--- src/rtl/counter_pkg.sv ---
// Shared types for the up/down modulo counter.
package counter_pkg;

  typedef enum logic {
    CNT_WRAP = 1'b0,
    CNT_SAT  = 1'b1
  } cnt_mode_t;

endpackage

--- src/rtl/updown_next.sv ---
// Combinational next-count and boundary-flag unit for the up/down modulo counter.
module updown_next
  import counter_pkg::*;
#(
  parameter int WIDTH  = 8,
  parameter int STEP_W = 1
) (
  input  logic [WIDTH-1:0]  cur,
  input  logic [STEP_W-1:0] step,
  input  logic              down,
  input  cnt_mode_t         mode,
  input  logic [WIDTH-1:0]  limit,
  output logic [WIDTH-1:0]  nxt,
  output logic              bnd
);

  localparam logic [WIDTH:0] ONE = (WIDTH + 1)'(1);

  // One extra bit keeps sums and modulus (limit+1) exact.
  logic [WIDTH:0] cur_x;
  logic [WIDTH:0] lim_x;
  logic [WIDTH:0] mod_x;
  logic [WIDTH:0] inc_x;
  logic [WIDTH:0] sum_x;
  logic [WIDTH:0] wrap_up_x;
  logic [WIDTH:0] wrap_dn_x;

  assign cur_x     = {1'b0, cur};
  assign lim_x     = {1'b0, limit};
  assign mod_x     = lim_x + ONE;
  assign inc_x     = (WIDTH + 1)'(step) + ONE;
  assign sum_x     = cur_x + inc_x;
  assign wrap_up_x = sum_x - mod_x;
  // A negative result wraps to a huge value and is caught by the > limit test.
  assign wrap_dn_x = cur_x + mod_x - inc_x;

  always_comb begin
    nxt = cur;
    bnd = 1'b0;
    if (cur_x > lim_x) begin
      nxt = down ? limit : '0;
      bnd = 1'b1;
    end else if (!down) begin
      if (sum_x <= lim_x) begin
        nxt = cur + inc_x[WIDTH-1:0];
      end else begin
        bnd = 1'b1;
        if (mode == CNT_SAT)        nxt = limit;
        else if (wrap_up_x > lim_x) nxt = '0;
        else                        nxt = wrap_up_x[WIDTH-1:0];
      end
    end else begin
      if (cur_x >= inc_x) begin
        nxt = cur - inc_x[WIDTH-1:0];
      end else begin
        bnd = 1'b1;
        if (mode == CNT_SAT)        nxt = '0;
        else if (wrap_dn_x > lim_x) nxt = limit;
        else                        nxt = wrap_dn_x[WIDTH-1:0];
      end
    end
  end

endmodule

--- src/rtl/updown_mod_counter.sv ---
// Up/down modulo counter with wrap or saturate boundary and synchronous load.
module updown_mod_counter
  import counter_pkg::*;
#(
  parameter int WIDTH  = 8,
  parameter int STEP_W = 1
) (
  input  logic              clk,
  input  logic              nrst,
  input  logic              en,
  input  logic [STEP_W-1:0] step,
  input  logic              down,
  input  cnt_mode_t         mode,
  input  logic              ld,
  input  logic [WIDTH-1:0]  din,
  input  logic [WIDTH-1:0]  limit,
  output logic [WIDTH-1:0]  out,
  output logic              tc
);

  logic [WIDTH-1:0] out_reg;
  logic [WIDTH-1:0] out_next;
  logic             tc_reg;
  logic             tc_next;
  logic [WIDTH-1:0] cnt_nxt;
  logic             cnt_bnd;

  updown_next #(
    .WIDTH (WIDTH),
    .STEP_W(STEP_W)
  ) u_next (
    .cur  (out_reg),
    .step (step),
    .down (down),
    .mode (mode),
    .limit(limit),
    .nxt  (cnt_nxt),
    .bnd  (cnt_bnd)
  );

  // Load beats count; loaded values are clamped into 0..limit.
  always_comb begin
    out_next = out_reg;
    tc_next  = 1'b0;
    if (ld) begin
      out_next = (din > limit) ? limit : din;
    end else if (en) begin
      out_next = cnt_nxt;
      tc_next  = cnt_bnd;
    end
  end

  always_ff @(posedge clk or negedge nrst) begin
    if (!nrst) begin
      out_reg <= '0;
      tc_reg  <= 1'b0;
    end else begin
      out_reg <= out_next;
      tc_reg  <= tc_next;
    end
  end

  assign out = out_reg;
  assign tc  = tc_reg;

endmodule

--- config.mk ---
export PLATFORM = sky130hd
export DESIGN_NAME = updown_mod_counter
export DESIGN_NICKNAME = d
export VERILOG_FILES = /design/src/rtl/counter_pkg.sv /design/src/rtl/updown_next.sv /design/src/rtl/updown_mod_counter.sv
export SDC_FILE = /design/constraint.sdc
export NUM_CORES = 1
export LEC_CHECK = 0
export CORE_UTILIZATION = 61
export CTS_BUF_LIST = sky130_fd_sc_hd__clkbuf_8 sky130_fd_sc_hd__clkbuf_16
export CTS_CLUSTER_DIAMETER = 150
export CTS_CLUSTER_SIZE = 16
export DETAILED_ROUTE_END_ITERATION = 10
export PLACE_DENSITY = 0.92
export SYNTH_ARGS = -nofsm -noshare
export SYNTH_HDL_FRONTEND = slang
export SYNTH_HIERARCHICAL = 1
export SYNTH_SLANG_ARGS = --single-unit
--- constraint.sdc ---
create_clock -name clk -period 6 [get_ports clk]
set_clock_uncertainty 0.2 [all_clocks]
set_input_delay 0.6 -clock clk [delete_from_list [all_inputs] [get_ports clk]]
set_output_delay 0.6 -clock clk [all_outputs]
set_load 0.02 [all_outputs]
---- Word level (Yosys, flattened, before mapping) ----
Index checks and enable logic that the tools add are counted.
operators by class
  add/sub/neg operators ................... 8
  magnitude comparators ................... 6
  multiplexer cells ....................... 18
  reduce and logical (&&, ||, !) cells .... 1
operators by type and width
  kind                   count
  $mux W8                12
  $add A8 B9 Y9          2
  $gt A9 B8 Y1           2
  $sub A9 B9 Y9          2
  $gt A8 B8 Y1           2
  $add A8 B1 Y9 const B  1
  $ge A8 B9 Y1           1
  $le A9 B8 Y1           1
  $add A8 B8 Y8          1
  $sub A8 B8 Y8          1
  $mux W1                6
  $add A1 B1 Y2 const B  1
  $reduce_bool A2 Y1     1
word-level totals
  bits in registers ....................... 9
  input bits .............................. 23
  output and inout port bits .............. 9
  word-level logic and storage cells ...... 35

---- Logic depth before layout (Yosys ltp) ----
  depth after elaboration ................. 11
  depth in mapped cells ................... 25
  depth with buffers taken out ............ 24

---- By module ----
Netlist, hierarchy kept.
by module, submodules not included
  module              times used  cells each  area an instance (µm²)  seq. area each (µm²)
  updown_next         1           380         2889.0                  0.0
  updown_mod_counter  1           93          768.2                   225.2

---- Worst setup path after synthesis ----
OpenSTA, ideal clock, no wires.
  path type ............................... input port to flip-flop
  start ................................... in limit[2]
  end ..................................... reg out_reg[2] (netlist: out[2])
  library setup time ...................... 138 ps
  arrival ................................. 4676 ps
  data required time ...................... 5662 ps
  slack ................................... 986 ps
  cell stages on the path ................. 23
  buffers on the path ..................... 1
  cell sequence ........................... buf_4 > nand3_1 > xnor2_1 > inv_1 > ha_1 > inv_1 > ha_1 > nand3_1 > o211ai_1 > o41ai_1 > xnor2_1 > ha_1 > a211o_1 > a21oi_1 > a31oi_2 > nor3_4 > mux2_4 > a211oi_1 > nor4_2 > mux2i_1 > nor2_1 > a31oi_1 > o21ai_1
between the ends
  cells in the longest elaborated chain, start to end .. 11
ends and longest elaborated chain
  what                    line                      source
  start: declaration      updown_mod_counter.sv:16  input logic [WIDTH-1:0] limit,
  $add A8 B1 Y9           updown_next.sv:30         assign mod_x = lim_x + ONE;
  $add A8 B9 Y9           updown_next.sv:35         assign wrap_dn_x = cur_x + mod_x - inc_x;
  $sub A9 B9 Y9           updown_next.sv:35
  $gt A9 B8 Y1            updown_next.sv:58         else if (wrap_dn_x > lim_x) nxt = limit;
  $mux W8                 updown_next.sv:58
  $mux W8                 updown_next.sv:57         if (mode == CNT_SAT) nxt = '0;
  $mux W8                 updown_next.sv:53         if (cur_x >= inc_x) begin
  $mux W8                 updown_next.sv:43         end else if (!down) begin
  $mux W8 (*)             updown_next.sv:40         if (cur_x > lim_x) begin
  named net cnt_nxt[2]    updown_mod_counter.sv:25  logic [WIDTH-1:0] cnt_nxt;
  $mux W8 (*)             updown_mod_counter.sv:47  end else if (en) begin
  $mux W8 (*)             updown_mod_counter.sv:45  if (ld) begin
  end signal: assignment  updown_mod_counter.sv:58  out_reg <= out_next;
  end: declaration        updown_mod_counter.sv:21  logic [WIDTH-1:0] out_reg;
The timed path passes the listed nets; every way through them passes the cells marked *. The select of a mux whose other input is x is not followed.
A chain may end at the register's enable or synchronous reset.

---- Worst setup path after layout ----
  start ................................... in step
  end ..................................... reg out_reg[7] (netlist: out[7])
between the ends
  cells in the longest elaborated chain, start to end .. 11
ends and longest elaborated chain
  what                  line                      source
  start: declaration    updown_mod_counter.sv:11  input logic [STEP_W-1:0] step,
  $add A1 B1 Y2 (*)     updown_next.sv:31         assign inc_x = (WIDTH + 1)'(step) + ONE;
  $add A8 B9 Y9         updown_next.sv:32         assign sum_x = cur_x + inc_x;
  $sub A9 B9 Y9         updown_next.sv:33         assign wrap_up_x = sum_x - mod_x;
  $gt A9 B8 Y1          updown_next.sv:49         else if (wrap_up_x > lim_x) nxt = '0;
  $mux W8               updown_next.sv:49
  $mux W8               updown_next.sv:48         if (mode == CNT_SAT) nxt = limit;
  $mux W8               updown_next.sv:44         if (sum_x <= lim_x) begin
  $mux W8 (*)           updown_next.sv:43
  $mux W8 (*)           updown_next.sv:40
  named net cnt_nxt[7]  updown_mod_counter.sv:25
  $mux W8 (*)           updown_mod_counter.sv:47
  $mux W8 (*)           updown_mod_counter.sv:45
Marks and branches as above.

==> results.md <==
- Crit path DAT: 5.82 ns
- Nets: 621
- I/O Buffers: 31
- Most frequent cell after synthesis: ha_1
- Layout cell share with drive strength beyond 1: 0.159
- Area contributors post-synth: ha_1, xnor2_1, dfrtp_1
- Initial antenna violation count: 0
- Sw Share: 0.542
- Area grow syn2layout: 19.3%
- First-iteration detailed-routing DRC count: 582
- Row count: 27
- Post-DP HPWL: 10100 um
- Clock latency on the worst-skew pair: 0.24 ns
- Die Wd: 79.4 um
- Synth Net Count: 565
- Post-synth cell types: 76
- Post-route setup TNS: 0 ns
- Place WS: -0.0716 ns
- Initial core utilization: 0.648
- Largest net degree at the start of global routing: 26
- DRC: 0
- DRT Pass-1 Iters: 6
- Final Cycle Share: 0.976
- Die height: 79.4 um
- Internal power: 815 uW
- Hold Vio Cnt, Final: 0
- Final number of setup-violating endpoints: 0
- Post-route design area: 4360 um^2
- FF-to-FF setup slack: 0.58 ns
- Htree depth: 1
- Clock Path Buffers: 2
- Vias/cell: 6.93
- Via Count: 4159
- Max FFs per register: 8
- Max_cap viols: 0
- Global-route usage over all layers: 0.411
- Total power: 1.78 mW
- Commonest cells in the synthesized netlist: ha_1, inv_1, nand2_1
- Yosys warns: 6
- Post-CTS Hold Buffers: 0
- Crit path capture type: register
- Fmax: 0.171 GHz
- Status: complete, no violations
- Startpoint Class: input port
- Crit-path max cell delay: 0.48 ns
- Post-DR wirelength/cell: 21.7 um
- Clock transition at path regs: 0.05 ns
- CTS root buffer: clkbuf_8
- R2r startpoint: out[1]
- Minimum clock period: 5.85 ns
- Worst Hold Class: input port to async pin
- Worst Path Class, Setup: input port to register
- Yosys reg bits: 9
- Gpl congestion: 1.03
- Comb power frac: 0.889
- NetSw: 962 uW
- Post-synth EDFFs: 0
- Tightest Pin Transition: 0.803 ns
- WL final: 13000 um
- Part of the Yosys area used for sequential elements: 0.0616
- Critical Path Fanout Max: 6
- Die area: 6310 um^2
- Reg2reg end: out[7]
- Maximum VDD drop: 0.248 mV
- Gate Count Post-Synth: 473
- Placed Area: 4170 um^2
- Async set-reset flop share out of synthesis: 1.00
- Core area: 5640 um^2
- # diodes: 0
- CP max-delay cell: clkdlybuf4s50_1
- Area share of the largest cell type after synthesis: 0.219
- Final Hold Slack: 0.498 ns
- Clk pwr share: 0.042
- Cell depth of the worst flop-to-flop path: 23
- Clock sink count: 9
- Mean Syn Cell Area: 7.73 um^2
- Post-Syn Area: 3660 um^2
- TritonCTS buffer count: 3
- CTS tree: yes
- Global-route wire length before repair: 20000 um
- Fillers: 412
- Final ANT Viol Nets: 0
- Worst path required time: 5.97 ns
- Slew headroom: 0.463
- Reg power frac: 0.069
- Ys flop type: dfrtp_1
- Vias in the first global route: 3939
- Ports: 32
- Worst Slack Setup Final: 0.147 ns
- Leakage dissipation: 2.04 nW
- Slew Viols, Final: 0
- Synth area leader: ha_1
- Pwr dens: 407 nW/um^2
- GR Overflow Total: 0
==> area by class of cell <==
cell class / count / area, um^2 / area share
Clock buffer: 3 / 41.3 / 0.00946
Clock inverter: 1 / 3.75 / 0.000860
Inverter: 55 / 206 / 0.0473
Multi-Input combinational cell: 396 / 3220 / 0.739
Sequential cell: 9 / 225 / 0.0516
Tap cell: 72 / 90.1 / 0.0206
Timing Repair Buffer: 64 / 572 / 0.131
==> cells in the final DEF, fill, tap and decap left out, types with 5 or more instances in the layout <==
cell type	instances
nand4_1	5
a32oi_1	5
a21o_1	8
clkdlybuf4s50_1	27
o21ai_1	13
mux2i_1	11
xor2_1	5
dfrtp_1	9
nor2b_1	9
inv_1	47
xnor2_2	5
a31oi_1	8
and3_1	12
nor3_1	10
nor2_1	30
a21oi_1	21
o211ai_1	10
xnor2_1	23
o21a_1	9
o21ai_0	15
nand2_1	33
buf_4	32
nand3_1	14
ha_1	61
inv_2	9
==> through the flow <==
stage,util,std cells
final,0.773,600
after global routing,0.773,600
after CTS,0.748,593
after detailed placement,0.740,589
after global placement,0.740,589
after floorplan,-,473
==> layer usage <==
layer  routed length, um  up-vias  track usage
met3                1500       88       0.0846
met5                   0        -            0
li1                    -     1869            -
met2                5850      303        0.657
met1                4910     1899        0.530
met4                 747        0        0.180
==> power by group through the flow <==
stage          logic (mW)  registers, mW  clock network [mW]
2_1_floorplan       0.988          0.120                   0
3_3_place_gp         1.33          0.120                   0
3_5_place_dp         1.40          0.121                   0
4_1_cts              1.41          0.120              0.0738
5_1_grt              1.69          0.125              0.0772
6_report             1.58          0.123              0.0747
==> kinds of logic after synthesis <==
kind of cell | after synthesis | share of synthesized area
buffers and inverters | 68 | 0.0783
and+or+nand+nor | 145 | 0.223
AOI/OAI and AO/OA | 135 | 0.265
DFF | 9 | 0.0616
xor gates and xnor gates | 34 | 0.0876
adders and majority gates | 69 | 0.246
muxes | 13 | 0.0373
==> repair_timing <==
| item | CTS | global route |
|---|---|---|
| buffers inserted | 0 | 7 |
| setup endpoints to repair | 0 | 8 |
| resized for setup | 0 | 16 |
==> worst max path at each step <==
stage / slack (ns) / depth (start not counted) / from / endpoint
2_1_floorplan: 0.99 / 23 / limit[2] / out[2]
5_1_grt: -0.05 / 25 / step / out[7]
4_1_cts: 0.15 / 24 / step / out[0]
3_5_place_dp: -0.07 / 23 / step / out[4]
6_report: 0.15 / 25 / step / out[7]
3_3_place_gp: 0.04 / 23 / step / out[1]
==> critical path: cells and delay by family <==
kind                       cells  cell delay (ns)
AOI/OAI and AO/OA              8             1.12
xor gates and xnor gates       1             0.26
adders and majority gates      3             1.00
buffers and inverters          4             0.94
muxes                          1             0.11
and+or+nand+nor                8             1.78
Power figures use the tool's default switching activity.
